<file path="src/rtl/maxpool2x2_stream_if.sv">
// ---------------------------------------------------------------------------
// maxpool2x2_stream_if
//   Stream bundle between the conv result producer, the 2x2 max-pool stage
//   and its consumer. The master modport is the side that drives the
//   frame-start pulse and the conv values. The slave modport is the pooling
//   stage.
// ---------------------------------------------------------------------------
interface maxpool2x2_stream_if #(
  parameter int DW = 21,
  parameter int IW = 16
);

  logic                 start;
  logic                 in_valid;
  logic signed [DW-1:0] in_data;
  logic                 out_valid;
  logic signed [DW-1:0] out_data;
  logic [IW-1:0]        out_index;
  logic                 done;

  modport master (
    output start,
    output in_valid,
    output in_data,
    input  out_valid,
    input  out_data,
    input  out_index,
    input  done
  );

  modport slave (
    input  start,
    input  in_valid,
    input  in_data,
    output out_valid,
    output out_data,
    output out_index,
    output done
  );

endinterface

</file>
<file path="src/rtl/maxpool2x2_stream.sv">
// ---------------------------------------------------------------------------
// maxpool2x2_stream
//   Streaming 2x2 / stride-2 max-pool stage that sits behind the conv engine.
//   It consumes a raster-order stream of IN_W x IN_H signed values and
//   produces an (IN_W/2) x (IN_H/2) raster stream of window maxima, each
//   tagged with its raster index. There is no backpressure.
//
//   Storage is one register for the left column of the current window
//   (hold) and one line buffer that is half a row wide. On an even row the
//   line buffer stores the pairwise max of the top half of each window. On
//   the following odd row the line buffer entry is combined with the bottom
//   half, and the result is registered out.
//
//   When the input width or height is odd, the trailing column or row is
//   consumed and counted but is never pooled.
//
//   Optional feature (build-time macro):
//     MAXPOOL_RELU_EN - clamp every accepted value to 0 if it is negative
//                       before pooling (fused ReLU). Default: raw signed
//                       pooling.
// ---------------------------------------------------------------------------
module maxpool2x2_stream #(
  parameter int DW   = 21,
  parameter int IN_W = 26,
  parameter int IN_H = 26,
  parameter int IW   = 16
) (
  input  logic                 clk,
  input  logic                 rst,
  maxpool2x2_stream_if.slave   bus
);

  // Pooled geometry and counter widths. Each counter must be able to hold
  // its last index, so it is sized for IN_W / IN_H + 1.
  localparam int OW  = IN_W / 2;
  localparam int OH  = IN_H / 2;
  localparam int CW  = $clog2(IN_W + 1);
  localparam int RW  = $clog2(IN_H + 1);
  localparam int LBN = (OW > 0) ? OW : 1;
  localparam int LBW = (OW > 1) ? $clog2(OW) : 1;

  localparam logic [CW-1:0] COL_LAST = CW'(IN_W - 1);
  localparam logic [CW-1:0] COL_POOL = CW'(2 * OW);
  localparam logic [RW-1:0] ROW_LAST = RW'(IN_H - 1);
  localparam logic [RW-1:0] ROW_POOL = RW'(2 * OH);

  typedef enum logic [1:0] {
    S_IDLE = 2'd0,
    S_RUN  = 2'd1,
    S_DONE = 2'd2
  } state_t;

  // Signed maximum over the full data width. There is no truncation or
  // saturation, so the extreme values compare correctly.
  function automatic logic signed [DW-1:0] smax(
    input logic signed [DW-1:0] a,
    input logic signed [DW-1:0] b
  );
    return (a > b) ? a : b;
  endfunction

  state_t               state_q, state_d;
  logic [CW-1:0]        col_q, col_d;
  logic [RW-1:0]        row_q, row_d;
  logic signed [DW-1:0] hold_q, hold_d;
  logic                 out_valid_q, out_valid_d;
  logic signed [DW-1:0] out_data_q, out_data_d;
  logic [IW-1:0]        out_index_q, out_index_d;
  logic [IW-1:0]        pool_cnt_q, pool_cnt_d;
  logic                 done_q, done_d;

  logic signed [DW-1:0] linebuf_q [LBN];
  logic                 lb_we;
  logic [LBW-1:0]       lb_addr;
  logic signed [DW-1:0] lb_wdata;

  logic signed [DW-1:0] pix;
  logic                 accept;
  logic                 in_pool_area;

  // Pixel value that enters pooling: raw, or clamped at zero when ReLU is fused.
  always_comb begin
`ifdef MAXPOOL_RELU_EN
    pix = bus.in_data[DW-1] ? '0 : bus.in_data;
`else
    pix = bus.in_data;
`endif
  end

  assign accept       = (state_q == S_RUN) && bus.in_valid && !bus.start;
  assign in_pool_area = (col_q < COL_POOL) && (row_q < ROW_POOL);
  assign lb_addr      = LBW'(col_q >> 1);

  // Next-state and datapath: frame control, raster counters, window pooling.
  always_comb begin
    // NOTE: every signal is given a default before any branch. A path that
    // leaves a signal unassigned would otherwise infer a latch.
    state_d     = state_q;
    col_d       = col_q;
    row_d       = row_q;
    hold_d      = hold_q;
    out_valid_d = 1'b0;
    out_data_d  = out_data_q;
    out_index_d = out_index_q;
    pool_cnt_d  = pool_cnt_q;
    done_d      = done_q;
    lb_we       = 1'b0;
    lb_wdata    = smax(hold_q, pix);

    if (bus.start) begin
      // Re-arm from any state. Any partial windows are dropped: the line
      // buffer and hold are always rewritten before the new frame reads them.
      state_d     = S_RUN;
      col_d       = '0;
      row_d       = '0;
      out_index_d = '0;
      pool_cnt_d  = '0;
      done_d      = 1'b0;
    end else if (accept) begin
      if (in_pool_area) begin
        if (!col_q[0]) begin
          hold_d = pix;
        end else if (!row_q[0]) begin
          lb_we = 1'b1;
        end else begin
          out_valid_d = 1'b1;
          out_data_d  = smax(linebuf_q[lb_addr], smax(hold_q, pix));
          out_index_d = pool_cnt_q;
          pool_cnt_d  = pool_cnt_q + IW'(1);
        end
      end

      if (col_q == COL_LAST) begin
        col_d = '0;
        if (row_q == ROW_LAST) begin
          state_d = S_DONE;
          done_d  = 1'b1;
        end else begin
          row_d = row_q + RW'(1);
        end
      end else begin
        col_d = col_q + CW'(1);
      end
    end
  end

  // FSM state register.
  always_ff @(posedge clk) begin
    // NOTE: sequential state uses non-blocking assignments only, so all flops
    // sample their inputs from the same edge.
    if (rst) state_q <= S_IDLE;
    else     state_q <= state_d;
  end

  // Datapath registers: counters, hold, and the registered output stage.
  always_ff @(posedge clk) begin
    if (rst) begin
      col_q       <= '0;
      row_q       <= '0;
      hold_q      <= '0;
      out_valid_q <= 1'b0;
      out_data_q  <= '0;
      out_index_q <= '0;
      pool_cnt_q  <= '0;
      done_q      <= 1'b0;
    end else begin
      col_q       <= col_d;
      row_q       <= row_d;
      hold_q      <= hold_d;
      out_valid_q <= out_valid_d;
      out_data_q  <= out_data_d;
      out_index_q <= out_index_d;
      pool_cnt_q  <= pool_cnt_d;
      done_q      <= done_d;
    end
  end

  // Half-row line buffer holding the top-pair maxima of the current window row.
  always_ff @(posedge clk) begin
    // NOTE: the line buffer has no reset. Each entry is written on an even
    // row before it is read on the odd row, so its contents after reset
    // never reach the output.
    if (lb_we) linebuf_q[lb_addr] <= lb_wdata;
  end

  assign bus.out_valid = out_valid_q;
  assign bus.out_data  = out_data_q;
  assign bus.out_index = out_index_q;
  assign bus.done      = done_q;

endmodule
</file>
<file path="src/flat_wrapper.sv">
// flat-port wrapper written by rule: the top's interface ports become plain ports
module maxpool2x2_stream_flat 
#(
  parameter int DW   = 21,
  parameter int IN_W = 26,
  parameter int IN_H = 26,
  parameter int IW   = 16
)
  (clk, rst, bus_start, bus_in_valid, bus_in_data, bus_out_valid, bus_out_data, bus_out_index, bus_done);
  maxpool2x2_stream_if #(.DW(DW), .IW(IW)) bus_i ();
  input  logic clk;
  input  logic rst;
  input wire logic [$bits(bus_i.start)-1:0] bus_start;
  input wire logic [$bits(bus_i.in_valid)-1:0] bus_in_valid;
  input wire logic [$bits(bus_i.in_data)-1:0] bus_in_data;
  output wire logic [$bits(bus_i.out_valid)-1:0] bus_out_valid;
  output wire logic [$bits(bus_i.out_data)-1:0] bus_out_data;
  output wire logic [$bits(bus_i.out_index)-1:0] bus_out_index;
  output wire logic [$bits(bus_i.done)-1:0] bus_done;
  assign bus_i.start = bus_start;
  assign bus_i.in_valid = bus_in_valid;
  assign bus_i.in_data = bus_in_data;
  assign bus_out_valid = bus_i.out_valid;
  assign bus_out_data = bus_i.out_data;
  assign bus_out_index = bus_i.out_index;
  assign bus_done = bus_i.done;
  maxpool2x2_stream #(.DW(DW), .IN_W(IN_W), .IN_H(IN_H), .IW(IW)) u_core (.clk(clk), .rst(rst), .bus(bus_i));
endmodule
</file>
<file path="config.mk">
export PLATFORM = sky130hd
export DESIGN_NAME = maxpool2x2_stream_flat
export DESIGN_NICKNAME = d
export VERILOG_FILES = /design/src/rtl/maxpool2x2_stream_if.sv /design/src/rtl/maxpool2x2_stream.sv /design/src/flat_wrapper.sv
export SDC_FILE = /design/constraint.sdc
export NUM_CORES = 1
export LEC_CHECK = 0
export CAP_MARGIN = 20
export CORE_MARGIN = 1.5
export CORE_UTILIZATION = 40
export CTS_BUF_LIST = sky130_fd_sc_hd__clkbuf_8
export CTS_CLUSTER_DIAMETER = 40
export DETAILED_ROUTE_END_ITERATION = 10
export PLACE_DENSITY = 0.65
export SYNTH_ARGS = -nofsm -noshare
export SYNTH_HDL_FRONTEND = slang
export SYNTH_SLANG_ARGS = --single-unit
</file>
<file path="constraint.sdc">
create_clock -name clk -period 6.3 [get_ports clk]
set_input_delay 0.945 -clock clk [delete_from_list [all_inputs] [get_ports clk]]
set_output_delay 0.945 -clock clk [all_outputs]
set_load 0.01 [all_outputs]
</file>
==> metrics.txt <==
# TYPE chip_impl_metric gauge
chip_impl_info{name="result_of_the_run",value="finished, final reports clean"} 1
chip_impl_metric{name="normalized_max_slew_margin",unit="%"} 30.4
chip_impl_info{name="cell_type_with_the_highest_aggregate_area_in_the_netlist",value="edfxtp_1"} 1
chip_impl_metric{name="nets",unit=""} 1186
chip_impl_metric{name="cts_inserted_buffers",unit=""} 61
chip_impl_metric{name="cts-resized-gates",unit=""} 0
chip_impl_metric{name="synth_enable_flop_cells",unit=""} 273
chip_impl_metric{name="floorplan.die_area",unit="mm2"} 0.0394
chip_impl_metric{name="grt_max_degree",unit=""} 47
chip_impl_metric{name="worst-path-max-fanout",unit=""} 12
chip_impl_info{name="synth_flop_cell",value="edfxtp_1"} 1
chip_impl_metric{name="internal_power",unit="W"} 0.00369
chip_impl_info{name="post_synth_main_area_contributors",value="edfxtp_1, dfxtp_1, mux4_2, ha_1, nor2_1"} 1
chip_impl_info{name="cts_root_buffer",value="clkbuf_8"} 1
chip_impl_metric{name="peakVddDrop",unit="V"} 0.000142
chip_impl_metric{name="comb_power_share",unit="%"} 4.0
chip_impl_metric{name="clockPowerShare",unit="%"} 41.5
chip_impl_metric{name="critPathArrivalTime",unit="ns"} 5.68
chip_impl_metric{name="post-route-drc-count",unit=""} 0
chip_impl_metric{name="dr.first_iter.drc_count",unit=""} 618
chip_impl_info{name="timing.setup.critical_path_class",value="input port to flip-flop"} 1
chip_impl_metric{name="seqPwrFrac",unit="%"} 54.5
chip_impl_metric{name="tightest_slew",unit="ns"} 1.04
chip_impl_metric{name="timing.fmax",unit="MHz"} 193
chip_impl_metric{name="syn_nets",unit=""} 1087
chip_impl_info{name="synth_top_cells_by_count",value="edfxtp_1, dfxtp_1, nor2_1"} 1
chip_impl_metric{name="share_of_flip_flops_with_an_asynchronous_set_or_reset",unit="%"} 0
chip_impl_metric{name="power_per_cell_area",unit="mW/mm2"} 270
chip_impl_info{name="cpLargestDelayFamily",value="simple AND/OR/NAND/NOR gates"} 1
chip_impl_metric{name="io_buffers",unit=""} 63
chip_impl_metric{name="grt_first_pass_wirelength",unit="mm"} 52.7
chip_impl_metric{name="globalRoute.totalOverflow",unit=""} 0
chip_impl_metric{name="synth_area",unit="mm2"} 0.0153
chip_impl_metric{name="timing.setup.tns",unit="ns"} 0
chip_impl_metric{name="core",unit="mm2"} 0.0377
chip_impl_metric{name="antenna-diode-count",unit=""} 0
chip_impl_metric{name="sw_frac_of_total",unit="%"} 22.9
chip_impl_metric{name="antenna_found_initial",unit=""} 1
chip_impl_metric{name="wirelength",unit="mm"} 34.6
chip_impl_metric{name="switchingPower",unit="W"} 0.00109
chip_impl_info{name="crit_slowest_cell",value="clkdlybuf4s50_1"} 1
chip_impl_metric{name="grt_pass1_vias",unit=""} 8913
chip_impl_metric{name="fin_total_pwr",unit="W"} 0.00478
chip_impl_metric{name="yosys_warnings",unit=""} 0
chip_impl_metric{name="clk-insertion-delay-late",unit="ns"} 0.64
chip_impl_metric{name="clkTransAtPathRegs",unit="ns"} 0.06
chip_impl_metric{name="final-max-slew-violation-count",unit=""} 0
chip_impl_metric{name="timing.final.hold_violations",unit=""} 0
chip_impl_metric{name="post-route-period-util",unit="%"} 82.4
chip_impl_metric{name="antenna_left",unit=""} 0
chip_impl_metric{name="avgViaCountPerCell",unit=""} 5.27
chip_impl_metric{name="globalRouteTotalUtil",unit="%"} 18.0
chip_impl_metric{name="cts_hold_buf",unit=""} 0
chip_impl_metric{name="number_of_distinct_library_cells_after_synthesis",unit=""} 52
chip_impl_metric{name="worst_ep_required_time",unit="ns"} 6.78
chip_impl_metric{name="synth_cells",unit=""} 1015
chip_impl_metric{name="cts_setup_buffers",unit=""} 0
chip_impl_metric{name="hpwlAfterDp",unit="mm"} 20.9
chip_impl_metric{name="die_height",unit="um"} 198
chip_impl_info{name="cts_tree",value="yes"} 1
chip_impl_metric{name="area_growth",unit="%"} 16.0
chip_impl_info{name="min-delay-path-class",value="flip-flop to flip-flop"} 1
chip_impl_metric{name="routed-via-count",unit=""} 8806
chip_impl_metric{name="critical_path.n_buffers_inverters",unit=""} 4
chip_impl_metric{name="finalClockSkew",unit="ns"} 0.0440
chip_impl_metric{name="clockBufferDepth",unit=""} 3
chip_impl_metric{name="synth_area_per_cell",unit="um2"} 15.1
chip_impl_metric{name="final.min_clock_period",unit="ns"} 5.19
chip_impl_info{name="rsz0062_at_grt",value="false"} 1
chip_impl_metric{name="die-width",unit="um"} 198
chip_impl_metric{name="post-synth-top-area-fraction",unit="%"} 53.7
chip_impl_metric{name="gpl.final_weighted_congestion",unit=""} 0.801
chip_impl_metric{name="cts.htree.levels",unit=""} 2
chip_impl_metric{name="cts_sinks",unit=""} 364
chip_impl_info{name="end_kind",value="flip-flop"} 1
chip_impl_metric{name="wire_per_inst",unit="um"} 20.7
chip_impl_metric{name="postSynthRegisterBits",unit=""} 364
chip_impl_metric{name="setup_viol_count_final",unit=""} 0
chip_impl_info{name="critPathLaunchType",value="input port"} 1
chip_impl_metric{name="leakagePower",unit="nW"} 5.92
chip_impl_metric{name="drive_gt1_share",unit="%"} 20.0
chip_impl_metric{name="placementRows",unit=""} 71
chip_impl_metric{name="utilization",unit="%"} 47.1
chip_impl_metric{name="ioPinCount",unit=""} 64
chip_impl_metric{name="synth_seq_area_share",unit="%"} 65.6
chip_impl_metric{name="initial_core_util",unit="%"} 40.6
chip_impl_metric{name="detail_route.first_pass.iterations",unit=""} 5
chip_impl_metric{name="drv.max_cap_violation_count",unit=""} 0
chip_impl_info{name="cp_cell_sequence",value="clkdlybuf4s50_1 -> inv_1 -> ha_1 -> nand4_2 -> or3_1 -> a311o_1 -> and4_4 -> o21ai_4 -> buf_12 -> mux2i_2 -> ha_1 -> nand4_1 -> nor3_1 -> o21ai_0 -> nand4_1 -> mux2i_2 -> nand2b_1 -> buf_4 -> o21ai_1"} 1
chip_impl_info{name="yosysMostFrequentCell",value="edfxtp_1"} 1
chip_impl_metric{name="critical_path.max_stage_delay",unit="ns"} 0.51
power groups by stage:
stage	Sequential [W]	Clock [W]	Combinational [W]
final	0.00260	0.00198	0.000193
after global routing	0.00260	0.00214	0.000212
after CTS	0.00260	0.00203	0.000192
after global placement	0.00265	0	0.000186
after floorplan	0.00265	0	0.000123
after detailed placement	0.00265	0	0.000191
worst paths after layout:
kind         slack, ns  depth (start not counted)                startpoint                       end
max               1.11                         19           bus_in_data[20]    u_core.bus.out_data[4]
max reg2reg       1.65                         17         u_core.hold_q[16]    u_core.bus.out_data[4]
min               0.45                          2  u_core.bus.out_index[13]  u_core.bus.out_index[13]
min reg2reg       0.45                          2  u_core.bus.out_index[13]  u_core.bus.out_index[13]
flip-flops by register name, indices dropped and copies added, names as in the netlist, named ones only:
| name | flops |
|---|---|
| u_core.bus.out_index | 16 |
| u_core.bus.out_valid | 1 |
| u_core.state_q | 1 |
| u_core.linebuf_q | 273 |
| u_core.bus.out_data | 21 |
| u_core.row_q | 5 |
| u_core.hold_q | 21 |
| u_core.bus.done | 1 |
| u_core.pool_cnt_q | 16 |
| u_core.col_q | 5 |
logic make-up after synthesis:
kind of cell	Yosys count	share of synthesized area (%)
DFF	364	65.6
and+or+nand+nor	232	7.44
AOI/OAI and AO/OA	140	5.29
muxes	108	13.9
buffers and inverters	104	2.85
adders and majority gates	47	3.85
xor gates and xnor gates	20	1.15
per-layer routing:
metal	up-vias	routed length, um	global-route usage [%]
met5	-	0	0
met4	0	689	5.81
met3	53	2330	3.71
met2	272	16300	29.0
met1	4411	15300	24.6
li1	4070	-	-
cells in the final DEF, fill, tap and decap left out, types with 9 or more instances in the layout:
master / instances
a31oi_1: 22
nor2_1: 78
dfxtp_1: 87
xor2_1: 11
a21oi_1: 65
nand3_1: 15
nand2_1: 52
buf_4: 22
nor3b_1: 23
edfxtp_1: 273
nor2b_1: 11
mux2i_2: 20
inv_1: 68
mux4_2: 77
mux2i_1: 10
clkinv_1: 10
nor2_2: 10
xnor2_1: 9
clkdlybuf4s50_1: 62
o21ai_1: 20
o21ai_0: 9
ha_1: 47
clkbuf_8: 63
nand4_1: 10
worst register-to-register path: cells and delay by family (launching register included):
kind / cells / cell delay [ns]
AND/OR/NAND/NOR: 7 / 1.59
flip-flops: 1 / 0.34
multiplexers: 2 / 0.61
AO/OA/AOI/OAI: 4 / 0.97
adder cells (fa/ha/maj): 2 / 0.56
buffers and inverters: 2 / 0.45
per-stage QoR:
stage	cell area (um2)	setup slack, ns	std cells	hold slack, ns
2_1_floorplan	15300	1.60	1015	0.444
3_3_place_gp	16600	0.607	1562	0.443
3_5_place_dp	16600	0.470	1562	0.445
4_1_cts	17700	1.11	1670	0.454
5_1_grt	17700	0.839	1670	0.463
6_report	17700	1.11	1670	0.450
area by class of cell:
type | count | area (um2)
fillers | 3287 | 19900
flip-flops and latches | 364 | 10000
multi-input cells | 547 | 4880
clock buffers | 63 | 867
repair buffers | 87 | 831
well taps | 511 | 639
clock inverters | 45 | 287
inverters | 53 | 199
(Power assumes the default switching activity.)
